## config.mk

```make
export PLATFORM = sky130hd
export DESIGN_NAME = reorder_buffer_flat
export DESIGN_NICKNAME = d
export VERILOG_FILES = /design/src/rtl/reorder_buffer_if.sv /design/src/rtl/reorder_buffer.sv /design/src/flat_wrapper.sv
export SDC_FILE = /design/constraint.sdc
export NUM_CORES = 2
export LEC_CHECK = 0
export ABC_CLOCK_PERIOD_IN_PS = 31700
export BUFFER_PORTS_ARGS = -buffer_cell sky130_fd_sc_hd__buf_2
export CORE_MARGIN = 5
export CORE_UTILIZATION = 48
export DETAILED_ROUTE_END_ITERATION = 8
export HOLD_SLACK_MARGIN = 0.02
export MAX_ROUTING_LAYER = met4
export PLACE_DENSITY_LB_ADDON = 0.1
export SETUP_SLACK_MARGIN = 0.2
export SYNTH_ARGS = -nofsm -noshare
export SYNTH_HDL_FRONTEND = slang
export SYNTH_SLANG_ARGS = --single-unit
```

## constraint.sdc

```tcl
create_clock -name clk -period 31.7 [get_ports clk]
set_input_delay 1.585 -clock clk [delete_from_list [all_inputs] [get_ports clk]]
set_output_delay 1.585 -clock clk [all_outputs]
set_load 0.1 [all_outputs]
```

## src/rtl/reorder_buffer_if.sv

```systemverilog
// Bundle of ROB signals: rename allocation, execution completion, in-order
// retire and occupancy status. The master side is the surrounding pipeline.
interface reorder_buffer_if #(
  parameter int DEPTH  = 16,
  parameter int AREG_W = 5,
  parameter int PREG_W = 6,
  parameter int DATA_W = 32
);
  localparam int IDX_W = $clog2(DEPTH);

  logic              alloc_valid;
  logic              alloc_ready;
  logic              alloc_has_rd;
  logic [AREG_W-1:0] alloc_rd;
  logic [PREG_W-1:0] alloc_pd;
  logic [PREG_W-1:0] alloc_old_pd;
  logic [IDX_W-1:0]  alloc_idx;

  logic              cmp_valid;
  logic [IDX_W-1:0]  cmp_idx;
  logic [DATA_W-1:0] cmp_result;

  logic              ret_valid;
  logic              ret_ready;
  logic              ret_has_rd;
  logic [AREG_W-1:0] ret_rd;
  logic [PREG_W-1:0] ret_pd;
  logic [PREG_W-1:0] ret_old_pd;
  logic [DATA_W-1:0] ret_result;

  logic [IDX_W:0]    count;
  logic              empty;

  modport master (
    output alloc_valid, alloc_has_rd, alloc_rd, alloc_pd, alloc_old_pd,
    output cmp_valid, cmp_idx, cmp_result, ret_ready,
    input  alloc_ready, alloc_idx, ret_valid, ret_has_rd, ret_rd, ret_pd,
    input  ret_old_pd, ret_result, count, empty
  );

  modport slave (
    input  alloc_valid, alloc_has_rd, alloc_rd, alloc_pd, alloc_old_pd,
    input  cmp_valid, cmp_idx, cmp_result, ret_ready,
    output alloc_ready, alloc_idx, ret_valid, ret_has_rd, ret_rd, ret_pd,
    output ret_old_pd, ret_result, count, empty
  );
endinterface

```

## src/rtl/reorder_buffer.sv

```systemverilog
// In-order reorder buffer: allocates tags in program order at the tail, takes
// out-of-order completions, and retires complete entries from the head.
module reorder_buffer #(
  parameter int DEPTH  = 16,
  parameter int AREG_W = 5,
  parameter int PREG_W = 6,
  parameter int DATA_W = 32
) (
  input logic              clk,
  input logic              rst,
  reorder_buffer_if.slave  rob
);
  localparam int IDX_W = $clog2(DEPTH);
  localparam logic [IDX_W:0] FULL_COUNT = (IDX_W+1)'(DEPTH);

  logic [IDX_W-1:0]  head_q, tail_q;
  logic [IDX_W:0]    count_q;
  logic [DEPTH-1:0]  valid_q, complete_q;
  logic              has_rd_q [DEPTH];
  logic [AREG_W-1:0] rd_q     [DEPTH];
  logic [PREG_W-1:0] pd_q     [DEPTH];
  logic [PREG_W-1:0] old_pd_q [DEPTH];
  logic [DATA_W-1:0] result_q [DEPTH];

  logic alloc_fire, cmp_hit, ret_fire;

  // Space freed by a same-cycle retire is not visible until the next cycle.
  assign rob.alloc_ready = (count_q != FULL_COUNT);
  assign rob.alloc_idx   = tail_q;
  assign alloc_fire      = rob.alloc_valid && rob.alloc_ready;
  assign cmp_hit         = rob.cmp_valid && valid_q[rob.cmp_idx];

  assign rob.ret_valid  = valid_q[head_q] && complete_q[head_q];
  assign rob.ret_has_rd = has_rd_q[head_q];
  assign rob.ret_rd     = rd_q[head_q];
  assign rob.ret_pd     = pd_q[head_q];
  assign rob.ret_old_pd = old_pd_q[head_q];
  assign rob.ret_result = result_q[head_q];
  assign ret_fire       = rob.ret_valid && rob.ret_ready;

  assign rob.count = count_q;
  assign rob.empty = (count_q == '0);

  always_ff @(posedge clk or posedge rst) begin
    if (rst) begin
      head_q     <= '0;
      tail_q     <= '0;
      count_q    <= '0;
      valid_q    <= '0;
      complete_q <= '0;
      // NOTE: the payload array is reset too, so ret_* read back zero from the
      // empty head after reset instead of stale or unknown data.
      for (int i = 0; i < DEPTH; i++) begin
        has_rd_q[i] <= 1'b0;
        rd_q[i]     <= '0;
        pd_q[i]     <= '0;
        old_pd_q[i] <= '0;
        result_q[i] <= '0;
      end
    end else begin
      if (cmp_hit) begin
        complete_q[rob.cmp_idx] <= 1'b1;
        result_q[rob.cmp_idx]   <= rob.cmp_result;
      end

      if (alloc_fire) begin
        valid_q[tail_q]    <= 1'b1;
        complete_q[tail_q] <= 1'b0;
        has_rd_q[tail_q]   <= rob.alloc_has_rd;
        rd_q[tail_q]       <= rob.alloc_rd;
        pd_q[tail_q]       <= rob.alloc_pd;
        old_pd_q[tail_q]   <= rob.alloc_old_pd;
        tail_q             <= tail_q + 1'b1;
      end

      // NOTE: non-blocking assignments take the last write, so a retire here
      // wins over a completion to the head entry in the same cycle.
      if (ret_fire) begin
        valid_q[head_q]    <= 1'b0;
        complete_q[head_q] <= 1'b0;
        head_q             <= head_q + 1'b1;
      end

      case ({alloc_fire, ret_fire})
        2'b10:   count_q <= count_q + 1'b1;
        2'b01:   count_q <= count_q - 1'b1;
        default: count_q <= count_q;
      endcase
    end
  end
endmodule

```

## src/flat_wrapper.sv

```systemverilog
// flat-port wrapper written by rule: the top's interface ports become plain ports
module reorder_buffer_flat 
#(
  parameter int DEPTH  = 16,
  parameter int AREG_W = 5,
  parameter int PREG_W = 6,
  parameter int DATA_W = 32
)
  (clk, rst, rob_alloc_valid, rob_alloc_has_rd, rob_alloc_rd, rob_alloc_pd, rob_alloc_old_pd, rob_cmp_valid, rob_cmp_idx, rob_cmp_result, rob_ret_ready, rob_alloc_ready, rob_alloc_idx, rob_ret_valid, rob_ret_has_rd, rob_ret_rd, rob_ret_pd, rob_ret_old_pd, rob_ret_result, rob_count, rob_empty);
  reorder_buffer_if #(.DEPTH(DEPTH), .AREG_W(AREG_W), .PREG_W(PREG_W), .DATA_W(DATA_W)) rob_i ();
  input logic clk;
  input logic rst;
  input wire logic [$bits(rob_i.alloc_valid)-1:0] rob_alloc_valid;
  input wire logic [$bits(rob_i.alloc_has_rd)-1:0] rob_alloc_has_rd;
  input wire logic [$bits(rob_i.alloc_rd)-1:0] rob_alloc_rd;
  input wire logic [$bits(rob_i.alloc_pd)-1:0] rob_alloc_pd;
  input wire logic [$bits(rob_i.alloc_old_pd)-1:0] rob_alloc_old_pd;
  input wire logic [$bits(rob_i.cmp_valid)-1:0] rob_cmp_valid;
  input wire logic [$bits(rob_i.cmp_idx)-1:0] rob_cmp_idx;
  input wire logic [$bits(rob_i.cmp_result)-1:0] rob_cmp_result;
  input wire logic [$bits(rob_i.ret_ready)-1:0] rob_ret_ready;
  output wire logic [$bits(rob_i.alloc_ready)-1:0] rob_alloc_ready;
  output wire logic [$bits(rob_i.alloc_idx)-1:0] rob_alloc_idx;
  output wire logic [$bits(rob_i.ret_valid)-1:0] rob_ret_valid;
  output wire logic [$bits(rob_i.ret_has_rd)-1:0] rob_ret_has_rd;
  output wire logic [$bits(rob_i.ret_rd)-1:0] rob_ret_rd;
  output wire logic [$bits(rob_i.ret_pd)-1:0] rob_ret_pd;
  output wire logic [$bits(rob_i.ret_old_pd)-1:0] rob_ret_old_pd;
  output wire logic [$bits(rob_i.ret_result)-1:0] rob_ret_result;
  output wire logic [$bits(rob_i.count)-1:0] rob_count;
  output wire logic [$bits(rob_i.empty)-1:0] rob_empty;
  assign rob_i.alloc_valid = rob_alloc_valid;
  assign rob_i.alloc_has_rd = rob_alloc_has_rd;
  assign rob_i.alloc_rd = rob_alloc_rd;
  assign rob_i.alloc_pd = rob_alloc_pd;
  assign rob_i.alloc_old_pd = rob_alloc_old_pd;
  assign rob_i.cmp_valid = rob_cmp_valid;
  assign rob_i.cmp_idx = rob_cmp_idx;
  assign rob_i.cmp_result = rob_cmp_result;
  assign rob_i.ret_ready = rob_ret_ready;
  assign rob_alloc_ready = rob_i.alloc_ready;
  assign rob_alloc_idx = rob_i.alloc_idx;
  assign rob_ret_valid = rob_i.ret_valid;
  assign rob_ret_has_rd = rob_i.ret_has_rd;
  assign rob_ret_rd = rob_i.ret_rd;
  assign rob_ret_pd = rob_i.ret_pd;
  assign rob_ret_old_pd = rob_i.ret_old_pd;
  assign rob_ret_result = rob_i.ret_result;
  assign rob_count = rob_i.count;
  assign rob_empty = rob_i.empty;
  reorder_buffer #(.DEPTH(DEPTH), .AREG_W(AREG_W), .PREG_W(PREG_W), .DATA_W(DATA_W)) u_core (.clk(clk), .rst(rst), .rob(rob_i));
endmodule
```

==> impl_metrics.toml <==
[critical_path]
cpLargestDelayFamily = "buffers and inverters"
start_kind = "flip-flop"
crit_arrival_ps = 5580
crit_chain = "buf_4 > buf_4 > buf_4 > mux4_2 > mux4_2 > buf_2"
criticalPathCategory = "reg -> out"
critical_path_required_ps = 30120
endpoint_kind = "output port"
cp_slowest_cell = "buf_4"
critPathBufInv = 4
critPathMaxStageDelay_ps = 900
path_common_cell = "buf_4"
worstPathMaxFanout = 51

[synthesis]
yosys_warnings = 0
ys.flop_type = "dfrtp_1"
synth.distinct_cells = 48
synth_top_cell_area_share = 0.550
syn-num-nets = 2664
synth_edf_count = 0
ys_ff_latch = 845
asyncSetResetFlopFracSynth = 1.00
syn_area_um2 = 38500
synth_seq_area_share = 0.550
syn_inst = 2593
yosysMostFrequentCell = "dfrtp_1"
avgSynthCellArea_um2 = 14.8
synthTopCellsByArea = "dfrtp_1, mux2_2, mux4_2"
synth_top_cell_by_area = "dfrtp_1"
synth_common_cells = "dfrtp_1, mux2_2, nand2_1"

[cts]
cts_buffer_depth = 3
cts_root_buffer = "clkbuf_16"
htreeDepth = 3
tritoncts = "yes"
holdBufCountCts = 0
worstSkewPairLatency_ps = 640
clk_pin_slew_worst_paths_ps = 60
cts_sinks = 845
numCtsBuffers = 92
ctsResizeCount = 0
post-cts-setup-buffers = 0

[power]
ir_drop_v = 0.0000979
power_density_nw_per_um2 = 118
power_mw = 5.06
p_leak_nw = 19.1

[run]
drv_cap = 0

[detailed_routing]
wirelength_mm = 98.1
vias = 22200
viasPerCell = 5.92
routedWlPerCell_um = 26.1
ant_nets = 0
firstDrtPassIters = 5
drcViolationCount = 0
drtIter0Drc = 1593

[place]
io_buffers = 120
gp_congestion = 0.811
placed_cell_area_um2 = 39500
hpwl_mm = 54.7
dpl.cell_count = 3577

[sta]
fmax_ghz = 0.140
rsz0062_at_grt = "no"
setup_viol = 0
timing.final.crit_share = 0.226
max_slew_margin = 0.265
clock-skew-final_ps = 20.3
finalHoldViolations = 0
finalMaxSlewViolations = 0
finalSetupTns_ps = 0
period_needed_ps = 7170
worst_pin_slew_ps = 1100

[global_routing]
grt_pass1_vias = 24000
grt_pass1_wl_mm = 153
overflow = 0
grt_max_degree = 183
antenna_found_initial = 11
grt_use_total = 0.238

[floorplanning]
io_pins = 121
row_count = 103
initial_core_util = 0.485
die_h_um = 293
die_x_um = 293
core-area_um2 = 79300
die_area_um2 = 85900

[status]
status = "complete, no violations"

[finish]
syn2layout_area_growth_pct = 11.0
postLayoutCoreUtil = 0.539
instances_no_fill = 3751
nNetsFinal = 2692
drive_gt1_frac = 0.458
design_area_um2 = 42700

[worst_hold_path]
hold_path.class = "reg -> reg"
[worst paths after layout]
| kind | start | endpoint | slack [ps] | cells after the start |
|---|---|---|---|---|
| max reg2reg | u_core.head_q[0]$_DFFE_PP0N_ | u_core.rob.count[4]$_DFFE_PP0P_ | 26100 | 17 |
| min in group asynchronous | rst | u_core.result_q[247]$_DFFE_PP0P_ | 1170 | 2 |
| min | u_core.result_q[455]$_DFFE_PP0P_ | u_core.result_q[455]$_DFFE_PP0P_ | 470 | 2 |
| min reg2reg | u_core.result_q[455]$_DFFE_PP0P_ | u_core.result_q[455]$_DFFE_PP0P_ | 470 | 2 |
| max | u_core.head_q[0]$_DFFE_PP0N_ | rob_ret_result[13] | 24530 | 6 |
| max in group asynchronous | rst | u_core.result_q[107]$_DFFE_PP0P_ | 27190 | 5 |
[per-stage QoR]
step | hold slack [ps] | setup WS, ps
after CTS | 473 | 24260
after detailed placement | 458 | 24950
final | 471 | 24530
after global routing | 491 | 23970
after global placement | 453 | 24950
after floorplan | 440 | 6370
[power breakdown]
part           total, mW  internal (mW)  switching, mW
Sequential          1.81           1.52          0.291
Clock               1.11          0.668          0.438
Combinational       2.14          0.888           1.25
[final cells by class]
type | instances | area (um2)
Sequential cell | 845 | 21200
Inverter | 26 | 105
Clock buffer | 130 | 2720
Tap cell | 1050 | 1310
Multi-Input combinational cell | 1497 | 16000
Antenna cell | 9 | 22.5
Timing Repair Buffer | 159 | 931
Fill cell | 6408 | 36600
Clock inverter | 35 | 423
[registers in the layout, indices dropped and copies added, names as in the netlist]
| name | count |
|---|---|
| u_core.result_q | 512 |
| u_core.old_pd_q | 96 |
| u_core.pd_q | 96 |
| u_core.rd_q | 80 |
| u_core.complete_q | 16 |
| u_core.has_rd_q | 16 |
| u_core.valid_q | 16 |
| u_core.rob.count | 5 |
| u_core.head_q | 4 |
| u_core.rob.alloc_idx | 4 |
[layout by cell type, fill, tap and decap left out, types with 10 or more instances in the layout]
| master | n |
|---|---|
| dfrtp_1 | 841 |
| mux2_2 | 630 |
| nand2_1 | 409 |
| mux4_2 | 250 |
| buf_2 | 120 |
| clkbuf_16 | 93 |
| mux2_1 | 44 |
| buf_4 | 36 |
| inv_1 | 25 |
| clkbuf_8 | 25 |
| clkinv_2 | 18 |
| nand3_2 | 13 |
| ha_1 | 12 |
| clkbuf_1 | 12 |
| a21oi_1 | 10 |
[logic make-up after synthesis]
| logic type | Yosys count | share of synthesized area |
|---|---|---|
| AO/OA/AOI/OAI | 69 | 0.0126 |
| XOR/XNOR | 12 | 0.00273 |
| AND/OR/NAND/NOR | 480 | 0.0532 |
| buffers and inverters | 251 | 0.0340 |
| adder cells (fa/ha/maj) | 12 | 0.00390 |
| multiplexers | 924 | 0.344 |
| flip-flops | 845 | 0.550 |
[metal layers]
metal	up-vias	track usage	part of all wire
li1	9426	-	-
met1	12100	0.325	0.43
met2	547	0.385	0.50
met3	160	0.0372	0.050
met4	0	0.0546	0.023
met5	-	-	0
[tightest hold or removal path: cells and delay by family, from the launching register on]
family           cells  cell delay [ps]
and+or+nand+nor      2              100
DFF                  1              340
Note: power is estimated with default switching activity, not from simulation.
